===== src/rtl/id_ex_operand_stage_if.sv =====
// rtl/id_ex_operand_stage_if.sv - decode, forwarding and EX-side signals of the ID/EX operand stage
interface id_ex_operand_stage_if #(
  parameter int XLEN         = 32,
  parameter int ALU_OP_WIDTH = 4,
  parameter int REG_ADDR_W   = 5
);
  logic                    stall;
  logic                    flush;
  logic                    id_valid;
  logic [XLEN-1:0]         id_pc;
  logic [XLEN-1:0]         id_rs1_data;
  logic [XLEN-1:0]         id_rs2_data;
  logic [REG_ADDR_W-1:0]   id_rs1_addr;
  logic [REG_ADDR_W-1:0]   id_rs2_addr;
  logic                    id_rs1_used;
  logic                    id_rs2_used;
  logic [REG_ADDR_W-1:0]   id_rd_addr;
  logic [XLEN-1:0]         id_imm;
  logic [ALU_OP_WIDTH-1:0] id_alu_op;
  logic                    id_src1_sel;
  logic                    id_src2_sel;
  logic                    id_reg_write;
  logic                    id_mem_read;
  logic                    id_mem_write;
  logic                    exmem_reg_write;
  logic [REG_ADDR_W-1:0]   exmem_rd;
  logic [XLEN-1:0]         exmem_result;
  logic                    memwb_reg_write;
  logic [REG_ADDR_W-1:0]   memwb_rd;
  logic [XLEN-1:0]         memwb_result;
  logic                    load_use_stall;
  logic                    ex_valid;
  logic [XLEN-1:0]         alu_src1;
  logic [XLEN-1:0]         alu_src2;
  logic [ALU_OP_WIDTH-1:0] alu_op;
  logic [XLEN-1:0]         ex_store_data;
  logic [XLEN-1:0]         ex_pc;
  logic [REG_ADDR_W-1:0]   ex_rd;
  logic                    ex_reg_write;
  logic                    ex_mem_read;
  logic                    ex_mem_write;

  // Pipeline/decode side drives instructions and forwarding sources
  modport master (
    output stall, flush, id_valid, id_pc, id_rs1_data, id_rs2_data,
           id_rs1_addr, id_rs2_addr, id_rs1_used, id_rs2_used, id_rd_addr,
           id_imm, id_alu_op, id_src1_sel, id_src2_sel, id_reg_write,
           id_mem_read, id_mem_write, exmem_reg_write, exmem_rd, exmem_result,
           memwb_reg_write, memwb_rd, memwb_result,
    input  load_use_stall, ex_valid, alu_src1, alu_src2, alu_op, ex_store_data,
           ex_pc, ex_rd, ex_reg_write, ex_mem_read, ex_mem_write
  );

  // The operand stage itself
  modport slave (
    input  stall, flush, id_valid, id_pc, id_rs1_data, id_rs2_data,
           id_rs1_addr, id_rs2_addr, id_rs1_used, id_rs2_used, id_rd_addr,
           id_imm, id_alu_op, id_src1_sel, id_src2_sel, id_reg_write,
           id_mem_read, id_mem_write, exmem_reg_write, exmem_rd, exmem_result,
           memwb_reg_write, memwb_rd, memwb_result,
    output load_use_stall, ex_valid, alu_src1, alu_src2, alu_op, ex_store_data,
           ex_pc, ex_rd, ex_reg_write, ex_mem_read, ex_mem_write
  );
endinterface


===== src/rtl/id_ex_operand_stage.sv =====
// rtl/id_ex_operand_stage.sv - ID/EX register with EX/MEM and MEM/WB operand forwarding and load-use bubbles
module id_ex_operand_stage #(
  parameter int XLEN         = 32,
  parameter int ALU_OP_WIDTH = 4,
  parameter int REG_ADDR_W   = 5,
  parameter logic [ALU_OP_WIDTH-1:0] ALU_OP_ADD = '0
) (
  input logic clk,
  input logic rst,
  id_ex_operand_stage_if.slave bus
);
  logic                    ex_valid_q, ex_valid_d;
  logic [XLEN-1:0]         pc_q, pc_d;
  logic [XLEN-1:0]         rs1_data_q, rs1_data_d;
  logic [XLEN-1:0]         rs2_data_q, rs2_data_d;
  logic [REG_ADDR_W-1:0]   rs1_addr_q, rs1_addr_d;
  logic [REG_ADDR_W-1:0]   rs2_addr_q, rs2_addr_d;
  logic [REG_ADDR_W-1:0]   rd_q, rd_d;
  logic [XLEN-1:0]         imm_q, imm_d;
  logic [ALU_OP_WIDTH-1:0] alu_op_q, alu_op_d;
  logic                    src1_sel_q, src1_sel_d;
  logic                    src2_sel_q, src2_sel_d;
  logic                    reg_write_q, reg_write_d;
  logic                    mem_read_q, mem_read_d;
  logic                    mem_write_q, mem_write_d;

  logic [XLEN-1:0] fwd1;
  logic [XLEN-1:0] fwd2;
  logic            load_use;

  // Operand forwarding: the younger EX/MEM result beats MEM/WB; x0 is never forwarded
  always_comb begin
    fwd1 = rs1_data_q;
    fwd2 = rs2_data_q;
    if (bus.exmem_reg_write && bus.exmem_rd != '0 && bus.exmem_rd == rs1_addr_q)
      fwd1 = bus.exmem_result;
    else if (bus.memwb_reg_write && bus.memwb_rd != '0 && bus.memwb_rd == rs1_addr_q)
      fwd1 = bus.memwb_result;
    if (bus.exmem_reg_write && bus.exmem_rd != '0 && bus.exmem_rd == rs2_addr_q)
      fwd2 = bus.exmem_result;
    else if (bus.memwb_reg_write && bus.memwb_rd != '0 && bus.memwb_rd == rs2_addr_q)
      fwd2 = bus.memwb_result;
  end

  // A load in EX whose destination the decoding instruction reads cannot be forwarded in time
  always_comb begin
    load_use = ex_valid_q && mem_read_q && rd_q != '0 && bus.id_valid &&
               ((bus.id_rs1_used && bus.id_rs1_addr == rd_q) ||
                (bus.id_rs2_used && bus.id_rs2_addr == rd_q));
  end

  // Next EX contents: flush > stall (hold, refresh operands) > load-use bubble > load from ID
  always_comb begin
    ex_valid_d  = ex_valid_q;
    pc_d        = pc_q;
    rs1_data_d  = rs1_data_q;
    rs2_data_d  = rs2_data_q;
    rs1_addr_d  = rs1_addr_q;
    rs2_addr_d  = rs2_addr_q;
    rd_d        = rd_q;
    imm_d       = imm_q;
    alu_op_d    = alu_op_q;
    src1_sel_d  = src1_sel_q;
    src2_sel_d  = src2_sel_q;
    reg_write_d = reg_write_q;
    mem_read_d  = mem_read_q;
    mem_write_d = mem_write_q;
    if (bus.flush || (!bus.stall && load_use)) begin
      ex_valid_d  = 1'b0;
      pc_d        = '0;
      rs1_data_d  = '0;
      rs2_data_d  = '0;
      rs1_addr_d  = '0;
      rs2_addr_d  = '0;
      rd_d        = '0;
      imm_d       = '0;
      alu_op_d    = ALU_OP_ADD;
      src1_sel_d  = 1'b0;
      src2_sel_d  = 1'b0;
      reg_write_d = 1'b0;
      mem_read_d  = 1'b0;
      mem_write_d = 1'b0;
    end else if (bus.stall) begin
      // Capture forwarded values so a producer retiring during the hold is not lost
      rs1_data_d = fwd1;
      rs2_data_d = fwd2;
    end else begin
      ex_valid_d  = bus.id_valid;
      pc_d        = bus.id_pc;
      rs1_data_d  = bus.id_rs1_data;
      rs2_data_d  = bus.id_rs2_data;
      rs1_addr_d  = bus.id_rs1_addr;
      rs2_addr_d  = bus.id_rs2_addr;
      rd_d        = bus.id_rd_addr;
      imm_d       = bus.id_imm;
      alu_op_d    = bus.id_alu_op;
      src1_sel_d  = bus.id_src1_sel;
      src2_sel_d  = bus.id_src2_sel;
      reg_write_d = bus.id_reg_write;
      mem_read_d  = bus.id_mem_read;
      mem_write_d = bus.id_mem_write;
    end
  end

  // EX register, cleared to a bubble by reset
  always_ff @(posedge clk or posedge rst) begin
    if (rst) begin
      ex_valid_q  <= 1'b0;
      pc_q        <= '0;
      rs1_data_q  <= '0;
      rs2_data_q  <= '0;
      rs1_addr_q  <= '0;
      rs2_addr_q  <= '0;
      rd_q        <= '0;
      imm_q       <= '0;
      alu_op_q    <= ALU_OP_ADD;
      src1_sel_q  <= 1'b0;
      src2_sel_q  <= 1'b0;
      reg_write_q <= 1'b0;
      mem_read_q  <= 1'b0;
      mem_write_q <= 1'b0;
    end else begin
      ex_valid_q  <= ex_valid_d;
      pc_q        <= pc_d;
      rs1_data_q  <= rs1_data_d;
      rs2_data_q  <= rs2_data_d;
      rs1_addr_q  <= rs1_addr_d;
      rs2_addr_q  <= rs2_addr_d;
      rd_q        <= rd_d;
      imm_q       <= imm_d;
      alu_op_q    <= alu_op_d;
      src1_sel_q  <= src1_sel_d;
      src2_sel_q  <= src2_sel_d;
      reg_write_q <= reg_write_d;
      mem_read_q  <= mem_read_d;
      mem_write_q <= mem_write_d;
    end
  end

  assign bus.load_use_stall = load_use;
  assign bus.ex_valid       = ex_valid_q;
  assign bus.alu_src1       = src1_sel_q ? pc_q : fwd1;
  assign bus.alu_src2       = src2_sel_q ? imm_q : fwd2;
  assign bus.alu_op         = alu_op_q;
  assign bus.ex_store_data  = fwd2;
  assign bus.ex_pc          = pc_q;
  assign bus.ex_rd          = rd_q;
  assign bus.ex_reg_write   = ex_valid_q & reg_write_q;
  assign bus.ex_mem_read    = ex_valid_q & mem_read_q;
  assign bus.ex_mem_write   = ex_valid_q & mem_write_q;
endmodule

===== src/flat_wrapper.sv =====
// flat-port wrapper written by rule: the top's interface ports become plain ports
module id_ex_operand_stage_flat 
#(
  parameter int XLEN         = 32,
  parameter int ALU_OP_WIDTH = 4,
  parameter int REG_ADDR_W   = 5,
  parameter logic [ALU_OP_WIDTH-1:0] ALU_OP_ADD = '0
)
  (clk, rst, bus_stall, bus_flush, bus_id_valid, bus_id_pc, bus_id_rs1_data, bus_id_rs2_data, bus_id_rs1_addr, bus_id_rs2_addr, bus_id_rs1_used, bus_id_rs2_used, bus_id_rd_addr, bus_id_imm, bus_id_alu_op, bus_id_src1_sel, bus_id_src2_sel, bus_id_reg_write, bus_id_mem_read, bus_id_mem_write, bus_exmem_reg_write, bus_exmem_rd, bus_exmem_result, bus_memwb_reg_write, bus_memwb_rd, bus_memwb_result, bus_load_use_stall, bus_ex_valid, bus_alu_src1, bus_alu_src2, bus_alu_op, bus_ex_store_data, bus_ex_pc, bus_ex_rd, bus_ex_reg_write, bus_ex_mem_read, bus_ex_mem_write);
  id_ex_operand_stage_if #(.XLEN(XLEN), .ALU_OP_WIDTH(ALU_OP_WIDTH), .REG_ADDR_W(REG_ADDR_W)) bus_i ();
  input logic clk;
  input logic rst;
  input wire logic [$bits(bus_i.stall)-1:0] bus_stall;
  input wire logic [$bits(bus_i.flush)-1:0] bus_flush;
  input wire logic [$bits(bus_i.id_valid)-1:0] bus_id_valid;
  input wire logic [$bits(bus_i.id_pc)-1:0] bus_id_pc;
  input wire logic [$bits(bus_i.id_rs1_data)-1:0] bus_id_rs1_data;
  input wire logic [$bits(bus_i.id_rs2_data)-1:0] bus_id_rs2_data;
  input wire logic [$bits(bus_i.id_rs1_addr)-1:0] bus_id_rs1_addr;
  input wire logic [$bits(bus_i.id_rs2_addr)-1:0] bus_id_rs2_addr;
  input wire logic [$bits(bus_i.id_rs1_used)-1:0] bus_id_rs1_used;
  input wire logic [$bits(bus_i.id_rs2_used)-1:0] bus_id_rs2_used;
  input wire logic [$bits(bus_i.id_rd_addr)-1:0] bus_id_rd_addr;
  input wire logic [$bits(bus_i.id_imm)-1:0] bus_id_imm;
  input wire logic [$bits(bus_i.id_alu_op)-1:0] bus_id_alu_op;
  input wire logic [$bits(bus_i.id_src1_sel)-1:0] bus_id_src1_sel;
  input wire logic [$bits(bus_i.id_src2_sel)-1:0] bus_id_src2_sel;
  input wire logic [$bits(bus_i.id_reg_write)-1:0] bus_id_reg_write;
  input wire logic [$bits(bus_i.id_mem_read)-1:0] bus_id_mem_read;
  input wire logic [$bits(bus_i.id_mem_write)-1:0] bus_id_mem_write;
  input wire logic [$bits(bus_i.exmem_reg_write)-1:0] bus_exmem_reg_write;
  input wire logic [$bits(bus_i.exmem_rd)-1:0] bus_exmem_rd;
  input wire logic [$bits(bus_i.exmem_result)-1:0] bus_exmem_result;
  input wire logic [$bits(bus_i.memwb_reg_write)-1:0] bus_memwb_reg_write;
  input wire logic [$bits(bus_i.memwb_rd)-1:0] bus_memwb_rd;
  input wire logic [$bits(bus_i.memwb_result)-1:0] bus_memwb_result;
  output wire logic [$bits(bus_i.load_use_stall)-1:0] bus_load_use_stall;
  output wire logic [$bits(bus_i.ex_valid)-1:0] bus_ex_valid;
  output wire logic [$bits(bus_i.alu_src1)-1:0] bus_alu_src1;
  output wire logic [$bits(bus_i.alu_src2)-1:0] bus_alu_src2;
  output wire logic [$bits(bus_i.alu_op)-1:0] bus_alu_op;
  output wire logic [$bits(bus_i.ex_store_data)-1:0] bus_ex_store_data;
  output wire logic [$bits(bus_i.ex_pc)-1:0] bus_ex_pc;
  output wire logic [$bits(bus_i.ex_rd)-1:0] bus_ex_rd;
  output wire logic [$bits(bus_i.ex_reg_write)-1:0] bus_ex_reg_write;
  output wire logic [$bits(bus_i.ex_mem_read)-1:0] bus_ex_mem_read;
  output wire logic [$bits(bus_i.ex_mem_write)-1:0] bus_ex_mem_write;
  assign bus_i.stall = bus_stall;
  assign bus_i.flush = bus_flush;
  assign bus_i.id_valid = bus_id_valid;
  assign bus_i.id_pc = bus_id_pc;
  assign bus_i.id_rs1_data = bus_id_rs1_data;
  assign bus_i.id_rs2_data = bus_id_rs2_data;
  assign bus_i.id_rs1_addr = bus_id_rs1_addr;
  assign bus_i.id_rs2_addr = bus_id_rs2_addr;
  assign bus_i.id_rs1_used = bus_id_rs1_used;
  assign bus_i.id_rs2_used = bus_id_rs2_used;
  assign bus_i.id_rd_addr = bus_id_rd_addr;
  assign bus_i.id_imm = bus_id_imm;
  assign bus_i.id_alu_op = bus_id_alu_op;
  assign bus_i.id_src1_sel = bus_id_src1_sel;
  assign bus_i.id_src2_sel = bus_id_src2_sel;
  assign bus_i.id_reg_write = bus_id_reg_write;
  assign bus_i.id_mem_read = bus_id_mem_read;
  assign bus_i.id_mem_write = bus_id_mem_write;
  assign bus_i.exmem_reg_write = bus_exmem_reg_write;
  assign bus_i.exmem_rd = bus_exmem_rd;
  assign bus_i.exmem_result = bus_exmem_result;
  assign bus_i.memwb_reg_write = bus_memwb_reg_write;
  assign bus_i.memwb_rd = bus_memwb_rd;
  assign bus_i.memwb_result = bus_memwb_result;
  assign bus_load_use_stall = bus_i.load_use_stall;
  assign bus_ex_valid = bus_i.ex_valid;
  assign bus_alu_src1 = bus_i.alu_src1;
  assign bus_alu_src2 = bus_i.alu_src2;
  assign bus_alu_op = bus_i.alu_op;
  assign bus_ex_store_data = bus_i.ex_store_data;
  assign bus_ex_pc = bus_i.ex_pc;
  assign bus_ex_rd = bus_i.ex_rd;
  assign bus_ex_reg_write = bus_i.ex_reg_write;
  assign bus_ex_mem_read = bus_i.ex_mem_read;
  assign bus_ex_mem_write = bus_i.ex_mem_write;
  id_ex_operand_stage #(.XLEN(XLEN), .ALU_OP_WIDTH(ALU_OP_WIDTH), .REG_ADDR_W(REG_ADDR_W), .ALU_OP_ADD(ALU_OP_ADD)) u_core (.clk(clk), .rst(rst), .bus(bus_i));
endmodule

===== config.mk =====
export PLATFORM = sky130hd
export DESIGN_NAME = id_ex_operand_stage_flat
export DESIGN_NICKNAME = d
export VERILOG_FILES = /design/src/rtl/id_ex_operand_stage_if.sv /design/src/rtl/id_ex_operand_stage.sv /design/src/flat_wrapper.sv
export SDC_FILE = /design/constraint.sdc
export NUM_CORES = 1
export LEC_CHECK = 0
export CORE_AREA = 4 4 146 148
export CTS_BUF_LIST = sky130_fd_sc_hd__clkbuf_16
export DETAILED_ROUTE_END_ITERATION = 16
export DIE_AREA = 0 0 150 152
export PLACE_DENSITY = 0.82
export SETUP_SLACK_MARGIN = 0.05
export SYNTH_ARGS = -nofsm -noshare
export SYNTH_HDL_FRONTEND = slang
export SYNTH_SLANG_ARGS = --single-unit

===== constraint.sdc =====
create_clock -name clk -period 12.5 [get_ports clk]
set_input_delay 3.75 -clock clk [delete_from_list [all_inputs] [get_ports clk]]
set_output_delay 3.75 -clock clk [all_outputs]
set_load 0.01 [all_outputs]

## Yosys cells after proc, flatten, opt, wreduce, memory -nomap -nowiden

Index checks and enable logic that the tools add are counted.

| word-level totals | value |
|---|---|
| bits in registers | 153 |
| output and inout port bits | 142 |
| logic and storage cells | 77 |
| input bits | 235 |

| operators by class | value |
|---|---|
| equal/unequal tests | 7 |
| reductions and logical operators | 19 |
| multiplexer cells | 34 |
| bitwise gates (word level) | 3 |

Operators by type and width:

| kind | number |
|---|---|
| 32-bit two-way mux | 14 |
| 5-bit == test | 6 |
| 5-bit two-way mux | 6 |
| 5-bit nonzero test | 3 |
| 1-bit logical AND | 13 |
| 1-bit two-way mux | 12 |
| 4-bit two-way mux | 2 |
| 1-bit AND | 3 |
| 1-bit logical OR | 2 |
| 2-bit by 1-bit inequality test with 1-bit output (second input constant) | 1 |
| 1-bit logical NOT | 1 |

## Logic depth before layout (Yosys ltp)

| depth | value |
|---|---|
| depth after elaboration | 7 |
| depth in mapped cells | 7 |

## Worst setup path before layout

OpenSTA, ideal clock, no wires.

| timing path | value |
|---|---|
| path kind | input to output |
| start | in bus_memwb_rd[4] |
| end | out bus_alu_src2[30] |
| slack | 3,355 ps |
| data arrival time | 5,395 ps |
| stages on the path | 7 |
| path through | or4_1 -> o21a_1 -> buf_2 -> buf_2 -> nand4_1 -> a31oi_1 -> mux2_1 |

| between the ends | value |
|---|---|
| longest elaborated chain between the ends | 6 |

RTL lines:

| element | RTL line | text |
|---|---|---|
| start, declared | flat_wrapper.sv:35 | `input wire logic [$bits(bus_i.memwb_rd)-1:0] bus_memwb_rd;` |
| 5-bit nonzero test | id_ex_operand_stage.sv:41 | `else if (bus.memwb_reg_write && bus.memwb_rd != '0 && bus.memwb_rd == rs2_addr_q)` |
| 1-bit logical AND | id_ex_operand_stage.sv:41 |  |
| 1-bit logical AND (*) | id_ex_operand_stage.sv:41 |  |
| 32-bit two-way mux (*) | id_ex_operand_stage.sv:41 |  |
| 32-bit two-way mux (*) | id_ex_operand_stage.sv:39 | `if (bus.exmem_reg_write && bus.exmem_rd != '0 && bus.exmem_rd == rs2_addr_q)` |
| net bus_ex_store_data[30] | flat_wrapper.sv:42 | `output wire logic [$bits(bus_i.ex_store_data)-1:0] bus_ex_store_data;` |
| 32-bit two-way mux (*) | id_ex_operand_stage.sv:143 | `assign bus.alu_src2 = src2_sel_q ? imm_q : fwd2;` |
| end, declared | flat_wrapper.sv:40 | `output wire logic [$bits(bus_i.alu_src2)-1:0] bus_alu_src2;` |

Mark *: on every way through the listed nets, which the timed path passes. The rest lies on a longest branch.

## Worst setup path after layout

| timing path | value |
|---|---|
| start | in bus_exmem_rd[1] |
| end | out bus_alu_src1[27] |

| between the ends | value |
|---|---|
| longest elaborated chain between the ends | 5 |

RTL lines:

| element | RTL line | text |
|---|---|---|
| start, declared | flat_wrapper.sv:32 | `input wire logic [$bits(bus_i.exmem_rd)-1:0] bus_exmem_rd;` |
| 5-bit nonzero test | id_ex_operand_stage.sv:35 | `if (bus.exmem_reg_write && bus.exmem_rd != '0 && bus.exmem_rd == rs1_addr_q)` |
| 1-bit logical AND | id_ex_operand_stage.sv:35 |  |
| 1-bit logical AND (*) | id_ex_operand_stage.sv:35 |  |
| 32-bit two-way mux (*) | id_ex_operand_stage.sv:35 |  |
| 32-bit two-way mux (*) | id_ex_operand_stage.sv:142 | `assign bus.alu_src1 = src1_sel_q ? pc_q : fwd1;` |
| end, declared | flat_wrapper.sv:39 | `output wire logic [$bits(bus_i.alu_src1)-1:0] bus_alu_src1;` |

Mark *: on every way between the ends. The rest lies on a longest branch, timed or not.

==> flow_summary_export.csv <==
group,metric,value,unit
setup_path,path_max_fanout,28,
timing,skew,0.0190,ns
route,drtPass1Iterations,8,
timing,hold_viol,0,
placed_design,dp_hpwl,24700,um
min_path,hold_depth,1,
clocking,clockBufferDepth,2,
setup_path,start_kind,"primary input",
clocking,cts-htree-levels,4,
finish,area_delta_synth_final,50.2,%
run_status,status,"complete, no violations",
die,core_area,0.0200,mm^2
finish,fin_util,65.4,%
power_and_ir_drop,p_leak,5.21,nW
finish,drive_above_1_share,9.84,%
setup_path,r2r_start,"u_core.rs1_addr_q[1]",
finish,final_common_cell,"clkdlybuf4s50_1",
clocking,clk_pin_slew_worst_paths,0.07,ns
die,die_height,152,um
die,dieArea,0.0228,mm^2
global_routing,grt_pass1_vias,9493,
min_path,holdPathEnd,"u_core.mem_read_q",
power_and_ir_drop,power.total,0.00139,W
min_path,hold_class,"reg -> reg",
die,dieWidth,150,um
power_and_ir_drop,pwr-share-comb,26.3,%
global_routing,track_usage,31.0,%
die,start_util,43.5,%
timing,tightestPinTransition,1.13,ns
timing,rsz0062_at_grt,"no",
setup_path,critPathRequiredTime,8.75,ns
yosys,synth_top_area_share,43.9,%
clocking,postCtsSetupRepairBufs,0,
yosys,syn-cell-area,0.00873,mm^2
yosys,synth_seq_cells,153,
yosys,synth.area.top_cells,"dfrtp_1 (44%), a22o_1 (7.9%), o31ai_1 (5.5%)",
yosys,synth_cell_type_count,40,
die,io_pins,377,
yosys,syn-instance-count,909,
yosys,synth_area_per_cell,9.60,um^2
power_and_ir_drop,clkPwrFrac,34.5,%
route,antenna_left,0,
setup_path,r2r_slack,9.68,ns
placed_design,io_buffer_count,376,
power_and_ir_drop,irDropWorstVdd,80.2,uV
finish,final_nets,1453,
clocking,cts.sinks,153,
power_and_ir_drop,switching_share,29.6,%
global_routing,overflow,0,
global_routing,grt_max_degree,105,
clocking,cts_root_buffer,"clkbuf_16",
global_routing,antenna_found_initial,1,
yosys,syn_nets,1144,
placed_design,gp_congestion,0.897,
timing,finalSetupViolCount,0,
clocking,clkLatencyLatePin,0.43,ns
route,wire_per_inst,24.1,um
setup_path,critical_path.endpoint_type,"output pin",
route,drc_errors,0,
route,viasPerCell,6.15,
setup_path,crit_type,"in -> out",
clocking,numCtsBuffers,17,
timing,min_period,10.97,ns
route,vias,9224,
clocking,post_cts_resized,0,
yosys,yosysSeqAreaShare,43.9,%
die,rows,52,
setup_path,cp.arrival,7.22,ns
power_and_ir_drop,switchingPower,0.000412,W
clocking,cts_tree,"done",
timing,period_share,87.8,%
finish,layout_common_cells,"clkdlybuf4s50_1 (376), dfrtp_1 (151), nand2_1 (118), a22o_1 (79), o31ai_1 (64)",
route,drt-total-wl,36200,um
power_and_ir_drop,p_int,0.000981,W
yosys,synth_area_leader_cell,"dfrtp_1",
job,max-cap-violations,0,
power_and_ir_drop,cellPowerDensity,106,mW/mm^2
timing,drv_slew,0,
timing,fmax,91.2,MHz
min_path,min_from,"u_core.mem_read_q",
setup_path,r2r_end,"u_core.rs1_data_q[1]",
timing,slew_headroom,24.6,%
power_and_ir_drop,pwr-share-seq,39.3,%
timing,setup_tns,0,ns
clocking,holdBufCountCts,0,
global_routing,grt_pass1_wl,55500,um
setup_path,reg2reg_depth,7,
yosys,yosysWarnings,0,
route,drt-initial-drc-count,786,
-- Yosys cell counts (all sizes together) --
master and n:
a221oi 32, a21oi 42, nand4 36, or2 3
a31o 1, o211ai 2, or3 1, o22ai 1
buf 33, a31oi 32, nor2 36, o211a 1
o21ai 33, or4 3, nand2b 1, mux2 32
and2 4, o2bb2ai 32, inv 2, a22o 79
xnor2 20, a211oi 1, and3 32, clkbuf 69
nand2 118, o31ai 64, dfrtp 153, o21a 1
nor3 34, xor2 10, nand3 1
-- worst max-delay path by stage --
| stage | depth (start not counted) | startpoint | slack [ns] | end |
|---|---|---|---|---|
| 5_1_grt | 8 | bus_exmem_rd[1] | 1.44 | bus_alu_src1[27] |
| 3_5_place_dp | 8 | bus_exmem_rd[1] | 1.57 | bus_alu_src1[27] |
| 2_1_floorplan | 7 | bus_memwb_rd[4] | 3.36 | bus_alu_src2[30] |
| 4_1_cts | 8 | bus_exmem_rd[1] | 1.57 | bus_alu_src1[27] |
| 6_report | 8 | bus_exmem_rd[1] | 1.53 | bus_alu_src1[27] |
| 3_3_place_gp | 8 | bus_exmem_rd[1] | 1.60 | bus_alu_src1[27] |
-- critical path: stages --
cell	delay, ns
clkdlybuf4s50_1	0.48
or4_4	0.59
o211ai_1	0.31
or2_2	0.56
buf_4	0.41
nor2_1	0.07
o31ai_1	0.38
clkdlybuf4s50_1	0.65
-- flip-flops by register name (all words and copies together), names as in the netlist, 4 cells and up --
| register | count |
|---|---|
| u_core.bus.ex_pc | 32 |
| u_core.rs1_data_q | 32 |
| u_core.rs2_addr_q | 5 |
| u_core.bus.ex_rd | 5 |
| u_core.rs2_data_q | 32 |
| u_core.bus.alu_op | 4 |
| u_core.imm_q | 32 |
| u_core.rs1_addr_q | 5 |
-- cell families after synthesis --
logic type / share of synthesized area [%]
compound gates: 29.4
simple gates: 14.5
flops: 43.9
buf+inv: 5.18
mux: 4.13
xor+xnor: 3.01
-- power by group through the flow --
stage               sequential (W)  combinational (W)  clock (W)
detailed placement        0.000555           0.000363          0
finish                    0.000547           0.000366   0.000480
CTS                       0.000546           0.000365   0.000484
floorplan                 0.000550           0.000157          0
global placement          0.000554           0.000359          0
global route              0.000549           0.000389   0.000506
-- final cells by class --
| type | instances | area, um^2 |
|---|---|---|
| inverter | 2 | 12.5 |
| multi-input combinational | 652 | 4520 |
| fill | 1668 | 6930 |
| timing repair buffer | 392 | 3880 |
| tap | 270 | 338 |
| antenna | 1 | 2.50 |
| clock inverter | 14 | 93.8 |
| clock buffer | 17 | 425 |
| sequential | 153 | 3830 |
-- through the flow --
stage               hold WS [ns]  cell area, um^2  cells  setup WS (ns)
detailed placement         0.485            12600   1469           1.57
global route               0.521            13100   1501           1.44
CTS                        0.502            13100   1500           1.57
floorplan                  0.465             8730    909           3.36
global placement           0.480            12600   1469           1.60
finish                     0.499            13100   1501           1.53
-- metal layers --
| layer | part of all wire (%) | global-route usage [%] | wire length [um] | up-vias |
|---|---|---|---|---|
| met4 | 3.3 | 13.2 | 1180 | 0 |
| met5 | 0 | 0 | 0 | - |
| met3 | 11 | 8.31 | 3870 | 78 |
| met2 | 48 | 49.0 | 17300 | 602 |
| met1 | 38 | 40.1 | 13900 | 4477 |
| li1 | - | - | - | 4067 |
No activity file was read; power rests on OpenSTA's default activity.
